File: src/rtl/vgaconsole_term.sv
// Byte-stream terminal front-end for the VGA console text buffer: cursor tracking, control codes, clear and scroll.
// Optional build macro VGACONSOLE_TERM_AUTOWRAP_EN: a printable in the last column wraps, and scrolls if on the last row.
module vgaconsole_term #(
  parameter int NUM_ROWS = 3,
  parameter int NUM_COLS = 10
) (
  input  logic       clk,
  input  logic       rst_n,
  input  logic [7:0] in_data,
  input  logic       in_valid,
  output logic       in_ready,
  output logic       wr_en,
  output logic [5:0] wr_addr,
  output logic [6:0] wr_data,
  output logic [5:0] rd_addr,
  input  logic [6:0] rd_data,
  output logic [1:0] cursor_row,
  output logic [3:0] cursor_col,
  output logic       busy
);

  localparam logic [5:0] COLS6     = 6'(NUM_COLS);
  localparam logic [5:0] LAST_CELL = 6'(NUM_ROWS * NUM_COLS - 1);
  localparam logic [5:0] COPY_LAST = 6'((NUM_ROWS - 1) * NUM_COLS - 1);
  localparam logic [1:0] LAST_ROW  = 2'(NUM_ROWS - 1);
  localparam logic [3:0] LAST_COL  = 4'(NUM_COLS - 1);
  localparam logic [6:0] SPACE     = 7'h20;

  typedef enum logic [1:0] {IDLE, CLEAR, SCROLL_COPY, SCROLL_FILL} state_t;

  state_t     state_q, state_d;
  logic [5:0] cnt_q, cnt_d;
  logic [1:0] row_q, row_d;
  logic [3:0] col_q, col_d;
  logic       wr_en_q, wr_en_d;
  logic [5:0] wr_addr_q, wr_addr_d;
  logic [6:0] wr_data_q, wr_data_d;
  logic [5:0] cur_addr;

  assign cur_addr = 6'(row_q) * COLS6 + 6'(col_q);

  always_comb begin
    state_d   = state_q;
    cnt_d     = cnt_q;
    row_d     = row_q;
    col_d     = col_q;
    wr_en_d   = 1'b0;
    wr_addr_d = wr_addr_q;
    wr_data_d = wr_data_q;
    case (state_q)
      IDLE: begin
        if (in_valid) begin
          if (in_data >= 8'h20 && in_data <= 8'h7E) begin
            wr_en_d   = 1'b1;
            wr_addr_d = cur_addr;
            wr_data_d = in_data[6:0];
            if (col_q < LAST_COL) begin
              col_d = col_q + 4'd1;
            end else begin
`ifdef VGACONSOLE_TERM_AUTOWRAP_EN
              col_d = 4'd0;
              if (row_q < LAST_ROW) begin
                row_d = row_q + 2'd1;
              end else begin
                state_d = SCROLL_COPY;
                cnt_d   = 6'd0;
              end
`else
              col_d = col_q;
`endif
            end
          end else if (in_data == 8'h0A) begin
            col_d = 4'd0;
            if (row_q < LAST_ROW) begin
              row_d = row_q + 2'd1;
            end else begin
              state_d = SCROLL_COPY;
              cnt_d   = 6'd0;
            end
          end else if (in_data == 8'h0D) begin
            col_d = 4'd0;
          end else if (in_data == 8'h08) begin
            if (col_q != 4'd0) col_d = col_q - 4'd1;
          end else if (in_data == 8'h0C) begin
            state_d = CLEAR;
            cnt_d   = 6'd0;
          end
        end
      end
      CLEAR: begin
        wr_en_d   = 1'b1;
        wr_addr_d = cnt_q;
        wr_data_d = SPACE;
        if (cnt_q == LAST_CELL) begin
          state_d = IDLE;
          row_d   = 2'd0;
          col_d   = 4'd0;
        end else begin
          cnt_d = cnt_q + 6'd1;
        end
      end
      SCROLL_COPY: begin
        // rd_data belongs to the row below; it lands one row up next cycle
        wr_en_d   = 1'b1;
        wr_addr_d = cnt_q;
        wr_data_d = rd_data;
        cnt_d     = cnt_q + 6'd1;
        if (cnt_q == COPY_LAST) state_d = SCROLL_FILL;
      end
      SCROLL_FILL: begin
        wr_en_d   = 1'b1;
        wr_addr_d = cnt_q;
        wr_data_d = SPACE;
        if (cnt_q == LAST_CELL) state_d = IDLE;
        else cnt_d = cnt_q + 6'd1;
      end
      default: state_d = IDLE;
    endcase
  end

  always_ff @(posedge clk or negedge rst_n) begin
    if (!rst_n) begin
      state_q   <= IDLE;
      cnt_q     <= 6'd0;
      row_q     <= 2'd0;
      col_q     <= 4'd0;
      wr_en_q   <= 1'b0;
      wr_addr_q <= 6'd0;
      wr_data_q <= 7'd0;
    end else begin
      state_q   <= state_d;
      cnt_q     <= cnt_d;
      row_q     <= row_d;
      col_q     <= col_d;
      wr_en_q   <= wr_en_d;
      wr_addr_q <= wr_addr_d;
      wr_data_q <= wr_data_d;
    end
  end

  assign in_ready   = (state_q == IDLE);
  assign busy       = !in_ready;
  assign wr_en      = wr_en_q;
  assign wr_addr    = wr_addr_q;
  assign wr_data    = wr_data_q;
  assign rd_addr    = (state_q == SCROLL_COPY) ? cnt_q + COLS6 : 6'd0;
  assign cursor_row = row_q;
  assign cursor_col = col_q;

endmodule
File: config.mk
export PLATFORM = sky130hd
export DESIGN_NAME = vgaconsole_term
export DESIGN_NICKNAME = d
export VERILOG_FILES = /design/src/rtl/vgaconsole_term.sv
export SDC_FILE = /design/constraint.sdc
export NUM_CORES = 1
export LEC_CHECK = 0
export CAP_MARGIN = 10
export CORE_ASPECT_RATIO = 1.5
export CORE_MARGIN = 3
export CORE_UTILIZATION = 45
export CTS_CLUSTER_DIAMETER = 30
export CTS_CLUSTER_SIZE = 10
export DETAILED_ROUTE_END_ITERATION = 8
export MAX_ROUTING_LAYER = met4
export PLACE_DENSITY = 0.82
export SYNTH_ARGS = -nofsm -noshare
export SYNTH_HDL_FRONTEND = slang
export SYNTH_SLANG_ARGS = --single-unit
File: constraint.sdc
create_clock -name clk -period 2.6 [get_ports clk]
set_clock_uncertainty 0.1 [all_clocks]
set_input_delay 0.39 -clock clk [delete_from_list [all_inputs] [get_ports clk]]
set_output_delay 0.39 -clock clk [all_outputs]
set_load 0.05 [all_outputs]
Word level (Yosys, flattened, before mapping)
Index checks and enable logic that the tools add are counted.

storage, ports and cells
  logic and storage cells = 98
  bits of input ports = 18
  register bits = 28

cells by class
  equality and inequality tests = 25
  reductions and logical operators = 12
  $lt $le $gt $ge = 4
  multiply operators = 1
  mux-type cells = 43
  $add $sub $neg = 6

operators by type and width
  operator             count
  $mux 6               11
  $eq 8x4->1 const B   4
  $mux 4               8
  $mux 2               13
  $pmux 7 s3           1
  $pmux 6 s3           1
  $mux 7               2
  $eq 6x5->1 const B   2
  $pmux 6 s2           1
  $reduce_and 6->1     2
  $ne 2x2->1 const B   5
  $ne 5x1->1 const B   2
  $ne 3x3->1 const B   3
  $ge 8x6->1 const B   1
  $le 8x7->1 const B   1
  $ne 2x1->1 const B   4
  $pmux 4 s2           1
  $reduce_and 8->1     1
  $reduce_and 7->1     1
  $add 6x1->6 const B  1
  $add 6x4->6          1
  $add 6x4->6 const B  1
  $pmux 2 s3           1
  $mul 2x3->5 const B  1
  20 further kinds     22

Logic depth before layout (Yosys ltp)
Gate-level depths: netlist of run 1.

  word-level depth = 8
  mapped depth = 8

Worst setup path before layout of run 1
OpenSTA, ideal clock, no wires.

  path kind = flip-flop to flip-flop
  start point = reg col_q[0] (netlist: cursor_col[0])
  end point = reg col_q[1] (netlist: cursor_col[1])
  arrival = 1980 ps
  period minus slack after synthesis = 2205 ps
  path slack = 395 ps
  buffers on the path = 0
  required time = 2375 ps
  cell stages (with the launch flop) = 7
  path through = dfrtp_1 inv_1 ha_1 a311o_1 o2111ai_2 nand2_2 mux2_4

between the ends
  longest elaborated chain between the ends = 8
  elaborated cells on any way between the ends = 15
  classes of those cells = 2 x add/sub; 1 x order compare; 2 x eq/ne; 8 x mux; 2 x reduce/logical

RTL lines
  item                    RTL line  text
  from (decl)             34        logic [3:0] col_q, col_d;
  from (signal assigned)  134       col_q <= col_d;
  $sub 4x1->4             83        if (col_q != 4'd0) col_d = col_q - 4'd1;
  $mux 4                  83
  $mux 4                  82        end else if (in_data == 8'h08) begin
  $mux 4                  80        end else if (in_data == 8'h0D) begin
  $mux 4                  72        end else if (in_data == 8'h0A) begin
  $mux 4                  53        if (in_data >= 8'h20 && in_data <= 8'h7E) begin
  $mux 4                  52        if (in_valid) begin
  $pmux 4 s2              50        case (state_q)

Several ways; a longest one is shown, not always the timed one. The select of a mux whose other input is x is not followed.
A chain may end at the register's enable or synchronous reset.

Worst setup path after layout of run 1
  start point = reg state_q[0]
  end point = out busy

between the ends
  longest elaborated chain between the ends = 2

RTL lines
  item                    RTL line  text
  from (decl)             31        state_t state_q, state_d;
  from (signal assigned)  131       state_q <= state_d;
  $logic_not 2->1         141       assign in_ready = (state_q == IDLE);
  $logic_not 1->1         142       assign busy = !in_ready;
  to (decl)               19        output logic busy

No other way between the ends.

==> flow_summary.yaml, run 1 <==
synthesis:
  ys.flop_type: "dfrtp_1"
  syn_inst: 199
  synth_area_sq_mm: 0.00193
  avgSynthCellArea_sq_um: 9.68
  synth-seq-cells: 28
  synthArstFlopShare_pct: 100
  ys_warn_count: 0
  syn-num-nets: 227
  synth_cell_types: 61
  synth_edf_count: 0
  seq_area_frac_synth_pct: 36.4
global_route:
  antenna_found_initial: 0
  grt_pass1_vias: 1620
  track_usage_pct: 19.3
  grt_first_pass_wirelength_mm: 7.49
  grt_overflow: 0
  grt_max_degree: 29
die:
  coreArea_sq_mm: 0.00403
  ios: 46
  fp.dieH_um: 86.1
  dieWidth_um: 59.4
  dieArea_sq_mm: 0.00512
  placement_rows: 28
  start_util_pct: 47.8
final_layout:
  fill_cells: 336
  utilization_pct: 61.7
  final_common_cell: "clkdlybuf4s50_1"
  final_cell_mix: "clkdlybuf4s50_1 (37), dfrtp_1 (28), nand2_1 (21), inv_1 (12), o21ai_0 (11)"
  instances_no_fill: 287
  seq_area_sq_um: 701
  stdcell_area_sq_mm: 0.00249
  layout.nets: 271
  area_growth_pct: 29.1
  drive_gt1_share_pct: 12.8
  multiInputGateArea_sq_mm: 0.00112
  antenna-diode-count: 0
cts:
  cts.sinks: 28
  tritoncts: "yes"
  cts_made_buffers: 3
  cts_root_buf: "clkbuf_8"
  max-clock-path-buffers: 2
  cts_hold_buf: 0
  cts.clk_slew.worst_paths_ns: 0.10
  clkLatencyLatePin_ns: 0.28
  cts_resized: 0
  post-cts-setup-buffer-count: 0
  h-tree-depth: 1
worst_setup_path:
  slowest_stage: "dfrtp_1"
  cpLargestDelayFamily: "flip-flops"
  start_kind: "register"
  path_buf_inv: 2
  endpoint_kind: "output port"
  arrival_ns: 1.74
  crit_required_ns: 2.11
  regToRegStartpoint: "cnt_q[0]"
  max_stage_delay_ns: 0.59
  cp_max_fo: 16
  path_cells: "or2_2 -> buf_4 -> buf_12"
  worstSetupStartpoint: "state_q[0]"
  path_class: "reg2out"
sta:
  slew_headroom_pct: 64.4
  min_period_over_period_pct: 85.6
  maxSlewViolCount: 0
  hold_viol_final: 0
  worst_pin_slew_ns: 0.533
  min_period_ns: 2.23
  fin_ws_ns: 0.375
  setup_tns_ns: 0
  rsz0062_at_grt: "no"
  fmaxAchievable_mhz: 449
  finalSetupViolations: 0
drt:
  remaining_drc_errors: 0
  vias_per_cell: 5.78
  post_drt_wl_per_cell_um: 15.7
  dr.pass1.iters: 4
  drtIter0Drc: 41
  routed_wl_mm: 4.52
  drtAntennaViolNets: 0
  vias: 1659
placed_design:
  dp_hpwl_mm: 3.40
  pre_cts_slack_ns: 0.119
  gp_congestion: 0.893
  dpl_cell_area_sq_mm: 0.00242
  dp.cells: 283
  port_buffers: 45
hold_path:
  hold_class: "in2async"
power:
  p_leak_nw: 1.02
  p_per_area_mw_per_mm2: 1000
  ir_drop_mv: 0.747
outcome:
  status: "finished clean"
run:
  cap_violations: 0
final timing paths:
check                                  end  slack, ns  cells after the start
worst max-delay path                  busy       0.37                      3
worst min-delay path              cnt_q[2]       0.38                      2
worst max register to register  state_q[0]       0.37                      5
worst min register to register  wr_data[1]       0.38                      2
max in group asynchronous       wr_addr[4]       1.76                      2
min in group clk                wr_data[1]       0.38                      2
routing by layer:
layer | global-route usage [%] | vias to the layer above | wire length (um)
met4 | 8.66 | 0 | 112
met3 | 1.66 | 11 | 147
met2 | 32.5 | 38 | 2440
met5 | - | - | 0
li1 | - | 814 | -
met1 | 22.7 | 796 | 1820
final cells by class:
type                            instances  share of cell area (%)
Clock inverter                          1                    1.21
Tap cell                               45                    2.26
Sequential cell                        28                    28.2
Inverter                               13                    2.16
Clock buffer                            3                    1.66
Multi-Input combinational cell        148                    45.0
Timing Repair Buffer                   49                    19.5
cell families after synthesis:
| group | after synthesis | share of synthesized area (%) |
|---|---|---|
| AND/OR/NAND/NOR | 62 | 18.2 |
| AO/OA/AOI/OAI | 58 | 23.7 |
| flip-flops | 28 | 36.4 |
| buffers and inverters | 23 | 5.52 |
| multiplexers | 12 | 6.56 |
| adder cells (fa/ha/maj) | 10 | 6.88 |
| XOR/XNOR | 6 | 2.73 |
through the flow:
stage | hold WS, ns | total power [mW]
finish | 0.381 | 2.50
global route | 0.413 | 2.65
CTS | 0.387 | 2.51
detailed placement | 0.365 | 2.16
global placement | 0.358 | 2.13
floorplan | -0.00559 | 1.73
worst register-to-register path: cells and delay by family, from the launching register on:
| kind | cells | cell delay, ns |
|---|---|---|
| flops | 1 | 0.55 |
| compound gates | 3 | 0.63 |
| simple gates | 1 | 0.60 |
| fa+ha+maj | 1 | 0.27 |
cell usage after synthesis (all sizes together) (3+ instances only):
library cell | number | area (sq um)
dfrtp | 28 | 701
nand2 | 22 | 85.1
a21oi | 11 | 58.8
nor3b | 3 | 22.5
nor2b | 5 | 31.3
o31ai | 7 | 52.6
o21ai | 12 | 60.1
nand4 | 4 | 31.3
nor2 | 9 | 33.8
a21o | 3 | 22.5
o22ai | 3 | 18.8
inv | 13 | 53.8
clkbuf | 3 | 12.5
mux2i | 10 | 100
ha | 9 | 113
xnor2 | 5 | 43.8
buf | 7 | 40.0
nand3 | 3 | 15.0
state kept, by name, summed over array words and instances (netlist names):
register    count
cursor_row      2
cnt_q           6
wr_addr         6
wr_en           1
cursor_col      4
wr_data         7
state_q         2
report_power, final:
part | switching [mW] | internal [mW]
sequential | 0.196 | 0.584
combinational | 0.819 | 0.548
clock | 0.144 | 0.207
Power figures use the tool's default switching activity.
==> run 2, diff against run 1 <==
- CTS_CLUSTER_DIAMETER: 30 -> 120
==> results of run 2 <==
Final layout, timing and power as in run 1 (identical DEF).
==> run 3, diff against run 2 <==
- CORE_MARGIN: 3 -> 2
- SETUP_SLACK_MARGIN: not set -> 0.4
==> flow_summary.yaml, run 3 (synthesis gave the netlist of run 1 again) <==
worst_setup_path:
  path_buf_inv: 1
  cp_max_fo: 7
  regToRegStartpoint: "cnt_q[1]"
  crit_cells: 1
  path_class: "reg2out"
  arrival_ns: 1.64
  slowest_stage: "clkdlybuf4s50_1"
  r2r-end: "state_q[0]"
  path_cells: "clkdlybuf4s50_1"
  max_stage_delay_ns: 0.86
  cpLargestDelayFamily: "buffers and inverters"
  r2r_cells: 5
  endpoint_kind: "output port"
  reg2reg_slack_ns: 0.47
  crit_required_ns: 2.11
  crit_end: "cursor_row[1]"
  start_kind: "register"
  worstSetupStartpoint: "cursor_row[1]"
drt:
  wl_met1_mm: 1.82
  vias_per_cell: 5.78
  met2WireLength_mm: 2.46
  routed_wl_mm: 4.49
  drtIter0Drc: 45
  wl_met3_um: 101
  remaining_drc_errors: 0
  post_drt_wl_per_cell_um: 15.5
  vias: 1675
  top_layer: "met4"
  dr.pass1.iters: 5
  drtAntennaViolNets: 0
placed_design:
  port_buffers: 45
  dpl_cell_area_sq_mm: 0.00243
  pre_cts_slack_ns: 0.122
  dp_hpwl_mm: 3.45
  gp_congestion: 0.855
die:
  dieArea_sq_mm: 0.00483
  start_util_pct: 46.2
  ios: 46
  coreArea_sq_mm: 0.00417
  placement_rows: 29
  dieWidth_um: 57.4
  fp.dieH_um: 84.1
hold_path:
  hold_class: "in2async"
cts:
  max-clock-path-buffers: 2
  cts_made_buffers: 3
  clkLatencyLatePin_ns: 0.28
  cts_root_buf: "clkbuf_8"
  cts.clk_slew.worst_paths_ns: 0.10
  cts.sinks: 28
  h-tree-depth: 1
  tritoncts: "yes"
  cts_hold_buf: 0
final_layout:
  area_growth_pct: 31.0
  utilization_pct: 60.5
  drive_gt1_share_pct: 16.4
  final_common_cell: "clkdlybuf4s50_1"
  layout.nets: 273
  final_cell_mix: "clkdlybuf4s50_1 (33), dfrtp_1 (24), nand2_1 (20), inv_1 (12), buf_4 (12)"
  largest_reg_flops: 7
  stdcell_area_sq_mm: 0.00252
  antenna-diode-count: 0
global_route:
  grt_max_degree: 29
  track_usage_pct: 19.5
  grt_overflow: 0
  grt_pass1_vias: 1548
  grt_first_pass_wirelength_mm: 7.37
  antenna_found_initial: 0
outcome:
  status: "finished clean"
power:
  p_per_area_mw_per_mm2: 1000
  p_leak_nw: 1.06
  ir_drop_mv: 0.755
sta:
  min_period_ns: 2.13
  finalSetupViolations: 0
  hold_viol_final: 0
  worst_pin_slew_ns: 0.501
  maxSlewViolCount: 0
  rsz0062_at_grt: "yes"
  fmaxAchievable_mhz: 469
  min_period_over_period_pct: 82.1
  fin_ws_ns: 0.466
  slew_headroom_pct: 66.5
  setup_tns_ns: 0
run:
  cap_violations: 0
## run 3: layout make-up
cell class                      count  area (sq um)
Clock buffer                        3          41.3
Clock inverter                      1          30.0
Fill cell                         354          1650
Inverter                           13          53.8
Multi-Input combinational cell    148          1130
Sequential cell                    28           706
Tap cell                           46          57.6
Timing Repair Buffer               51           510
## run 3: metrics by stage
stage	cells	total power, mW	hold slack [ns]
after floorplan	199	1.73	-0.00559
after global placement	285	2.15	0.359
after detailed placement	285	2.18	0.369
after CTS	289	2.53	0.391
after global routing	290	2.69	0.402
final	290	2.53	0.381
## run 3: repair_timing
item	4_1_cts	5_1_grt
pin swaps	0	3
endpoints found under the setup margin	2	11
cloned	0	0
buffers inserted	0	1
endpoints found under the hold margin	0	0
gates resized for setup	2	8
## run 3: worst min path at each step
| stage | start | to | slack [ns] | depth (start not counted) |
|---|---|---|---|---|
| global placement | wr_data[5] | wr_data[5] | 0.36 | 2 |
| detailed placement | wr_data[0] | wr_data[0] | 0.37 | 2 |
| CTS | wr_data[0] | wr_data[0] | 0.39 | 2 |
| global route | wr_data[5] | wr_data[5] | 0.40 | 2 |
| finish | rst_n | cnt_q[2] | 0.38 | 2 |
| floorplan | rst_n | cnt_q[0] | -0.006 | 0 |
## run 3: routing by layer
metal	track usage, %	vias up
met5	-	-
met3	1.85	9
li1	-	813
met1	22.8	822
met2	33.7	31
met4	7.82	0
## run 3: where the power goes
part / internal, mW / total, mW / switching, mW
logic: 0.564 / 1.41 / 0.848
clock network: 0.206 / 0.344 / 0.138
registers: 0.590 / 0.770 / 0.181
total: 1.36 / 2.53 / 1.17
==> RTL edit: new RTL, settings of run 1 <==
`NUM_COLS`: 10 -> 9.
--- a/src/rtl/vgaconsole_term.sv
+++ b/src/rtl/vgaconsole_term.sv
@@ -2,7 +2,7 @@
 // Optional build macro VGACONSOLE_TERM_AUTOWRAP_EN: a printable in the last column wraps, and scrolls if on the last row.
 module vgaconsole_term #(
   parameter int NUM_ROWS = 3,
-  parameter int NUM_COLS = 10
+  parameter int NUM_COLS = 9
 ) (
   input  logic       clk,
   input  logic       rst_n,
Function: changed (Yosys sat finds a counterexample within 4 cycles, from zero or initial values and one cycle with rst_n low).
==> RTL edit against run 1 <==
Final cell count up 4.2%; total power decreased by 7.3%; routed wire length shrank 1.2%; global-route usage fell by 0.063 points; critical path depth is 2 lower; sequential cell count unchanged; cell area grew 0.75%; setup slack improved by 63 ps; area after synthesis increased by 2.8%; first-iteration DRC count rose by 41%; critical endpoint is now cursor_row[0]; largest power group unchanged.
==> RTL edit: results <==
group,metric,value,unit
outcome,status,"finished, final reports clean",
layout,layout-drive-gt1-share,13.4,%
worst_setup_path,cpPeakStageDelay,870,ps
global_routing,grt_usage,19.2,%
worst_setup_path,reg2regPathDepth,7,
timing,fin_ws,438,ps
worst_setup_path,r2r-start,"cursor_col[0]",
pwr,pg_seq,781,uW
worst_setup_path,startpoint,"cursor_row[0]",
pwr,peakVddDrop,745,uV
yosys,synthesis.nets,240,
worst_setup_path,crit_path_end,"cursor_row[0]",
worst_setup_path,critPathTopFamily,"buffers and inverters",
yosys,ys_top_cells_by_count,"dfrtp_1, nand2_1, o21ai_0, inv_1, nor2_1",
yosys,synth_xor_area_share,3.54,%
pwr,cellLeakagePower,1.08,nW
pwr,p_sw_share,47.5,%
yosys,synth.yosys.seq_area_share,35.4,%
timing,tightest_slew,508,ps
yosys,synthMuxAreaShare,6.38,%
yosys,synth_area_leaders,"dfrtp_1, ha_1, o21ai_0",
routing,wl,4.46,mm
global_routing,grt_pass1_vias,1652,
worst_setup_path,crit_slowest_cell,"clkdlybuf4s50_1",
placement,dp_hpwl,3.38,mm
placement,postPlaceCellArea,0.00245,mm2
placement,gp_congestion,0.821,
layout,nets,286,
worst_setup_path,path_max_fanout,7,
worst_setup_path,r2r_slack,450,ps
pwr,p_comb_share,54.4,%
yosys,synthCells,209,
yosys,synth.distinct_cells,51,
placement,dp_slack,193,ps
yosys,synth_adder_area_share,8.59,%
pwr,p_sw,1.10,mW
routing,drt_first_iter_violations,58,
yosys,synth-compound-area-share,20.1,%
-- RTL edit: cells by family after synthesis --
| logic type | count (synthesis) |
|---|---|
| xor gates and xnor gates | 8 |
| DFF | 28 |
| muxes | 12 |
| AOI/OAI and AO/OA | 54 |
| buffers and inverters | 27 |
| adders and majority gates | 13 |
| and+or+nand+nor | 67 |
-- RTL edit: final cells by class --
cell class / instances / area [um2] / share of cell area, %
multi-input cells: 154 / 1130 / 45.3
flip-flops and latches: 28 / 701 / 28.0
repair buffers: 53 / 503 / 20.1
inverters: 15 / 56.3 / 2.25
well taps: 45 / 56.3 / 2.25
clock buffers: 4 / 55.1 / 2.20
-- RTL edit: routing by layer --
metal,wire length [um],global-route usage [%]
met1,1830,23.5
met5,0,-
met4,161,9.88
met2,2300,31.0
met3,174,1.48
